### src/rtl/regdump_uart_tx.sv
// regdump_uart_tx: captures a register snapshot on START and sends it MSB byte first
// as NUM_BYTES back-to-back UART 8N1 frames on TXD.
module regdump_uart_tx #(
    parameter int CLKS_PER_BIT = 868,
    parameter int NUM_BYTES    = 32
) (
    input  logic                   CLK,
    input  logic                   RST,
    input  logic                   START,
    input  logic [8*NUM_BYTES-1:0] SNAPSHOT,
    output logic                   TXD,
    output logic                   BUSY,
    output logic                   DONE
);
    localparam int BW = NUM_BYTES > 1 ? $clog2(NUM_BYTES) : 1;
    localparam int SW = 8 * NUM_BYTES;
    typedef enum logic [1:0] {IDLE, START_BIT, DATA, STOP_BIT} state_t;
    state_t state_q, state_d;
    logic [15:0] baud_q, baud_d;
    logic [2:0] bit_q, bit_d;
    logic [BW-1:0] byte_q, byte_d;
    logic [SW-1:0] buf_q, buf_d;
    logic [7:0] cur_d;
    logic txd_q, txd_d, busy_q, busy_d, done_q, done_d;
    logic baud_end;
    assign baud_end = baud_q == 16'(CLKS_PER_BIT - 1);
    always_comb begin
        state_d = state_q;
        baud_d  = (state_q == IDLE || baud_end) ? 16'd0 : baud_q + 16'd1;
        bit_d   = bit_q;
        byte_d  = byte_q;
        buf_d   = buf_q;
        done_d  = 1'b0;
        case (state_q)
            IDLE: if (START) begin
                state_d = START_BIT;
                buf_d   = SNAPSHOT;
                byte_d  = '0;
            end
            START_BIT: if (baud_end) begin
                state_d = DATA;
                bit_d   = '0;
            end
            DATA: if (baud_end) begin
                bit_d = bit_q + 3'd1;
                if (bit_q == 3'd7) state_d = STOP_BIT;
            end
            STOP_BIT: if (baud_end) begin
                if (byte_q == BW'(NUM_BYTES - 1)) begin
                    state_d = IDLE;
                    done_d  = 1'b1;
                end else begin
                    // next byte moves into the top slot of the capture buffer
                    state_d = START_BIT;
                    byte_d  = byte_q + 1'b1;
                    buf_d   = buf_q << 8;
                end
            end
            default: state_d = IDLE;
        endcase
        cur_d  = buf_d[SW-1 -: 8];
        txd_d  = state_d == START_BIT ? 1'b0 : state_d == DATA ? cur_d[bit_d] : 1'b1;
        busy_d = state_d != IDLE;
    end
    always_ff @(posedge CLK or posedge RST) begin
        if (RST) begin
            state_q <= IDLE;
            baud_q  <= '0;
            bit_q   <= '0;
            byte_q  <= '0;
            buf_q   <= '0;
            txd_q   <= 1'b1;
            busy_q  <= 1'b0;
            done_q  <= 1'b0;
        end else begin
            state_q <= state_d;
            baud_q  <= baud_d;
            bit_q   <= bit_d;
            byte_q  <= byte_d;
            buf_q   <= buf_d;
            txd_q   <= txd_d;
            busy_q  <= busy_d;
            done_q  <= done_d;
        end
    end
    assign TXD  = txd_q;
    assign BUSY = busy_q;
    assign DONE = done_q;
endmodule

### config.mk
export PLATFORM = sky130hd
export DESIGN_NAME = regdump_uart_tx
export DESIGN_NICKNAME = d
export VERILOG_FILES = /design/src/rtl/regdump_uart_tx.sv
export SDC_FILE = /design/constraint.sdc
export NUM_CORES = 1
export LEC_CHECK = 0
export ABC_AREA = 0
export BUFFER_PORTS_ARGS = -buffer_cell sky130_fd_sc_hd__buf_4
export CORE_AREA = 5 5 192 194
export CTS_BUF_LIST = sky130_fd_sc_hd__clkbuf_4 sky130_fd_sc_hd__clkbuf_8
export DETAILED_ROUTE_END_ITERATION = 8
export DIE_AREA = 0 0 197 199
export HOLD_SLACK_MARGIN = 0.08
export PLACE_DENSITY = 0.64
export RECOVER_POWER = 50
export SLEW_MARGIN = 20
export SYNTH_ARGS = -nofsm -noshare
export SYNTH_HDL_FRONTEND = slang
export SYNTH_SLANG_ARGS = --single-unit
### constraint.sdc
create_clock -name CLK -period 14.2 [get_ports CLK]
set_clock_uncertainty 0.05 [all_clocks]
set_input_delay 1.42 -clock CLK [delete_from_list [all_inputs] [get_ports CLK]]
set_output_delay 1.42 -clock CLK [all_outputs]
set_load 0.02 [all_outputs]
Yosys cells after proc, flatten, opt, wreduce, memory -nomap -nowiden. Cells that the tools add are included.

$add $sub $neg: 3. Order comparisons: 1. Equality and inequality tests: 11. Mux-type cells: 26. Reductions and logical operators: 5.

Operators with widths (count): 256-bit two-way mux (3); 256-bit case mux with 2 select lines (1); 16-bit by 1-bit adder with 16-bit output, second input constant (1); 16-bit by 10-bit equality test with 1-bit output, second input constant (1); 16-bit two-way mux (1); 5-bit two-way mux (3); 2-bit two-way mux (5); 5-bit case mux with 2 select lines (1); 2-bit case mux with 4 select lines (1); 1-bit two-way mux (7); 2-bit equality test, second input constant (3); 3-bit two-way mux (2); 2-bit != test, second input constant (3); 3-bit case mux with 2 select lines (1); 5-bit by 1-bit adder with 5-bit output, second input constant (1); 5-bit equality test, second input constant (1); 2-bit by 1-bit equality test with 1-bit output, second input constant (2); 3-bit by 4-bit less-than comparator with 1-bit output, second input constant (1); 4-bit AND reduction (1); 2-bit nonzero test (2); 3-bit by 1-bit adder with 3-bit output, second input constant (1); 1-bit binary-select mux with 3-bit select (1); 3-bit equality test, second input constant (1); 2-bit logical NOT (1); 1-bit logical OR (1).

Bits in registers: 285. Input port bits: 259. Output and inout bits: 3.

Logic depth before layout (Yosys ltp).
Word-level depth: 8. Gate-level depth with buffers: 12. Mapped depth without buffers: 11.

Least setup slack after synthesis. No wires, ideal clock.

Path kind: input port to flip-flop. From: in START. To: reg buf_q[10]. Arrival: 2680 ps. Slack: 11343 ps. Cell stages on the path: 8. Cells stage by stage: and3b_1 > clkbuf_1 > and2_1 > buf_2 > buf_2 > buf_2 > a222oi_1 > inv_1.

Cells in the longest elaborated chain, start to end: 2.

Ends and longest elaborated chain: start: declaration (RTL line 9) `input logic START,`; 2-bit != test (no line); 4-bit AND reduction (no line); end signal: assignment (RTL line 80) `buf_q <= buf_d;`; end: declaration (RTL line 22) `logic [SW-1:0] buf_q, buf_d;`.

Every way passes these cells. A chain may end at the register's enable or synchronous reset.

Worst setup path in the final report.
From: reg baud_q[0]. To: reg buf_q[214].

Cells in the longest elaborated chain, start to end: 3.

Ends and longest elaborated chain: start: declaration (RTL line 19) `logic [15:0] baud_q, baud_d;`; start signal: assignment (RTL line 77) `baud_q <= baud_d;`; 16-bit by 10-bit equality test with 1-bit output (RTL line 26) `assign baud_end = baud_q == 16'(CLKS_PER_BIT - 1);`; 2-bit != test (no line); 4-bit AND reduction (no line).

Every way passes these cells.

==> metrics <==
Remaining DRCs=41; failing checks=DRC, capacitance limit, slew limit; status=finished with violations; setup violators final=0; met2 WL=about 16000 um; metal3 WL=roughly 3800 um; global placer's final weighted congestion=0.805; Mapped Cells=1030; DR WL/cell=19.6 um; wirelength, routed=roughly 34000 um; met1 WL=14300 um; crit path kind=flop to flop; initial antenna violation count=1; Worst R2R Path Depth=9; Synth async-reset ratio=100%; vias in the first global route=9687; Synth warnings=0; Post-synth EDFFs=0; CP arrival=8.45 ns; fmax=125 MHz; fin crit share=56.1%; Mapped Nets=between 1000 and 1500; vias=9694; worst setup margin=roughly 6.2 ns; CTS buffer count=50; largest net degree at the start of global routing=about 150; deepest clock path buffer count=3; num ports=262; clock tree root driver cell=clkbuf_8; DP Cell Count=1672; Worst path max stage delay=around 3.7 ns; most frequent CP cell=buf_4; Cell variety after synth=50; type of the most critical hold path=flop to flop; # Post-CTS Setup Buffers=0; Slowest-stage cell, CP=and2_0; P&R area growth vs syn=26.4%; total power=0.00299 W; worst vdd ir=94.4 uV; Cell Pwr Density=196 nW/um^2; setup TNS=0 ns; Yosys reg bits=285; Hold Buf Count CTS=0; TritonCTS clock tree=built; initial drt markers=about 1700; Initial Util=approximately 34%; CP cell instances=ha_1, nor4b_1, nand4_4, nand2_1, and2_0, buf_4, buf_4, a222oi_1, inv_1; Yosys top cell by area=dfrtp_1; Rows=69; Commonest cells post-synth=dfrtp_1 (284), inv_1 (263), a222oi_1 (245); Final Hold Vio Count=0; DR vias/cell=roughly 5.5; Post-DP HPWL=22400 um; Post-Syn Area per Cell=11.7 sq um; Seq/Total Area, Yosys=approximately three fifths; post-cts resize count=0; Final Max Slew Viols=245; top_reg_cell synth=dfrtp_1; core area=35100 sq um; first-pass GRT wire length=53100 um; n_diodes=0; RSZ-0062 raised after global routing=no; CP max FO=96; pre-CTS setup slack=between 9 and 10 ns; synth top area cells=dfrtp_1 (59%), a222oi_1 (20%), inv_1 (8.2%); worst hold path depth=2; nature of the critical path endpoint=flop; Die Ht=199 um; Port Buffers=261; CTS sink cnt=285; DRT Pass-1 Iters=9; Final Hold Slack=roughly 0.44 ns; Critical Path RT=14.67 ns; max layer used=met5; max-cap violations=2; Final Non-Filler Cells=1754; CTS H-tree depth=2; final antenna-violating net count=0; most instantiated library cell after synthesis=dfrtp_1; Fillers=3348; relative slew slack=-338%; worst-margin pin slew=6.53 ns; Die W=197 um; Tmin final=between 7 and 8 ns; Worst Setup Start Kind=flop; LEAKAGE=around 8.6 nW; worst skew pair latency=0.60 ns; Worst-path clk slew=0.05 ns; Synth Cell Area=12100 sq um; NumNets Final=1533; Die ar.=between 30000 and 40000 sq um; layout cells sized above 1=between 20 and 30%; total grt overflow=0; GRT Util Overall=16.8%; Yosys top cell area share=58.8%
## report_power, final
group	internal [W]	total, W	switching (W)
Combinational	0.000352	0.000784	0.000433
Clock	0.000450	0.000775	0.000325
Sequential	0.00118	0.00143	0.000250
Total	0.00198	0.00299	0.00101
## metrics by stage
stage	util (%)	instance area, sq um
floorplan	-	12100
global placement	40.8	14300
detailed placement	40.8	14300
CTS	43.7	15300
global route	43.6	15300
finish	43.6	15300
## critical path: cells and delay by family, from the launching register on
family | cells | cell delay (ns)
adders and majority gates | 1 | 0.22
and+or+nand+nor | 4 | 4.98
buffers and inverters | 3 | 1.92
DFF | 1 | 0.39
AOI/OAI and AO/OA | 1 | 0.26
## placed cells by master, fill, tap and decap left out, drive strengths merged, types with 2 or more instances in the layout
cell type / instances
dfrtp: 284
xnor2: 7
nor4: 3
a311oi: 2
or3: 3
clkbuf: 84
nand2b: 3
xor2: 4
nand3: 10
and4: 2
nand4: 6
a22oi: 2
and2: 2
inv: 262
a222oi: 245
ha: 11
o211ai: 2
buf: 266
a211oi: 4
o21ai: 10
mux2i: 2
nor2: 22
a21o: 2
nor2b: 2
nor3: 6
a21oi: 7
nand2: 7
o221a: 2
a2111oi: 2
a22o: 11
and3: 2
## flip-flops by register name, summed over array words and instances (netlist names)
signal / count
TXD: 1
buf_q: 256
byte_q: 5
bit_q: 3
BUSY: 1
baud_q: 16
DONE: 1
state_q: 2
## per-layer routing
layer	vias to the layer above	track usage, %
met2	408	25.1
li1	4409	-
met5	-	0
met4	2	5.29
met3	45	6.54
met1	4830	22.8
## logic make-up (layout without fill, tap and decap cells)
group,Yosys count,count (layout),synth area share (%)
buffers and inverters,352,615,11.6
AOI/OAI and AO/OA,297,297,23.5
DFF,285,285,59.0
and+or+nand+nor,71,71,3.67
adders and majority gates,11,11,1.14
xor gates and xnor gates,11,11,0.797
muxes,3,3,0.259
## path summary, 6_finish.rpt
check / start / end / slack, ns
min in group asynchronous: RST / buf_q[105] / 2.82
max: baud_q[0] / buf_q[214] / 6.23
max reg2reg: baud_q[0] / buf_q[214] / 6.23
min reg2reg: buf_q[238] / buf_q[238] / 0.44
min: buf_q[238] / buf_q[238] / 0.44
max in group asynchronous: RST / buf_q[213] / 7.88
## final cells by class
| cell class | instances | area, sq um | area share, % |
|---|---|---|---|
| Clock buffer | 80 | 982 | 6.43 |
| Multi-Input combinational cell | 393 | 3540 | 23.2 |
| Clock inverter | 2 | 35.0 | 0.229 |
| Inverter | 263 | 988 | 6.47 |
| Timing Repair Buffer | 270 | 2020 | 13.2 |
| Tap cell | 461 | 577 | 3.78 |
| Sequential cell | 285 | 7130 | 46.7 |
Note: power is estimated with default switching activity, not from simulation.
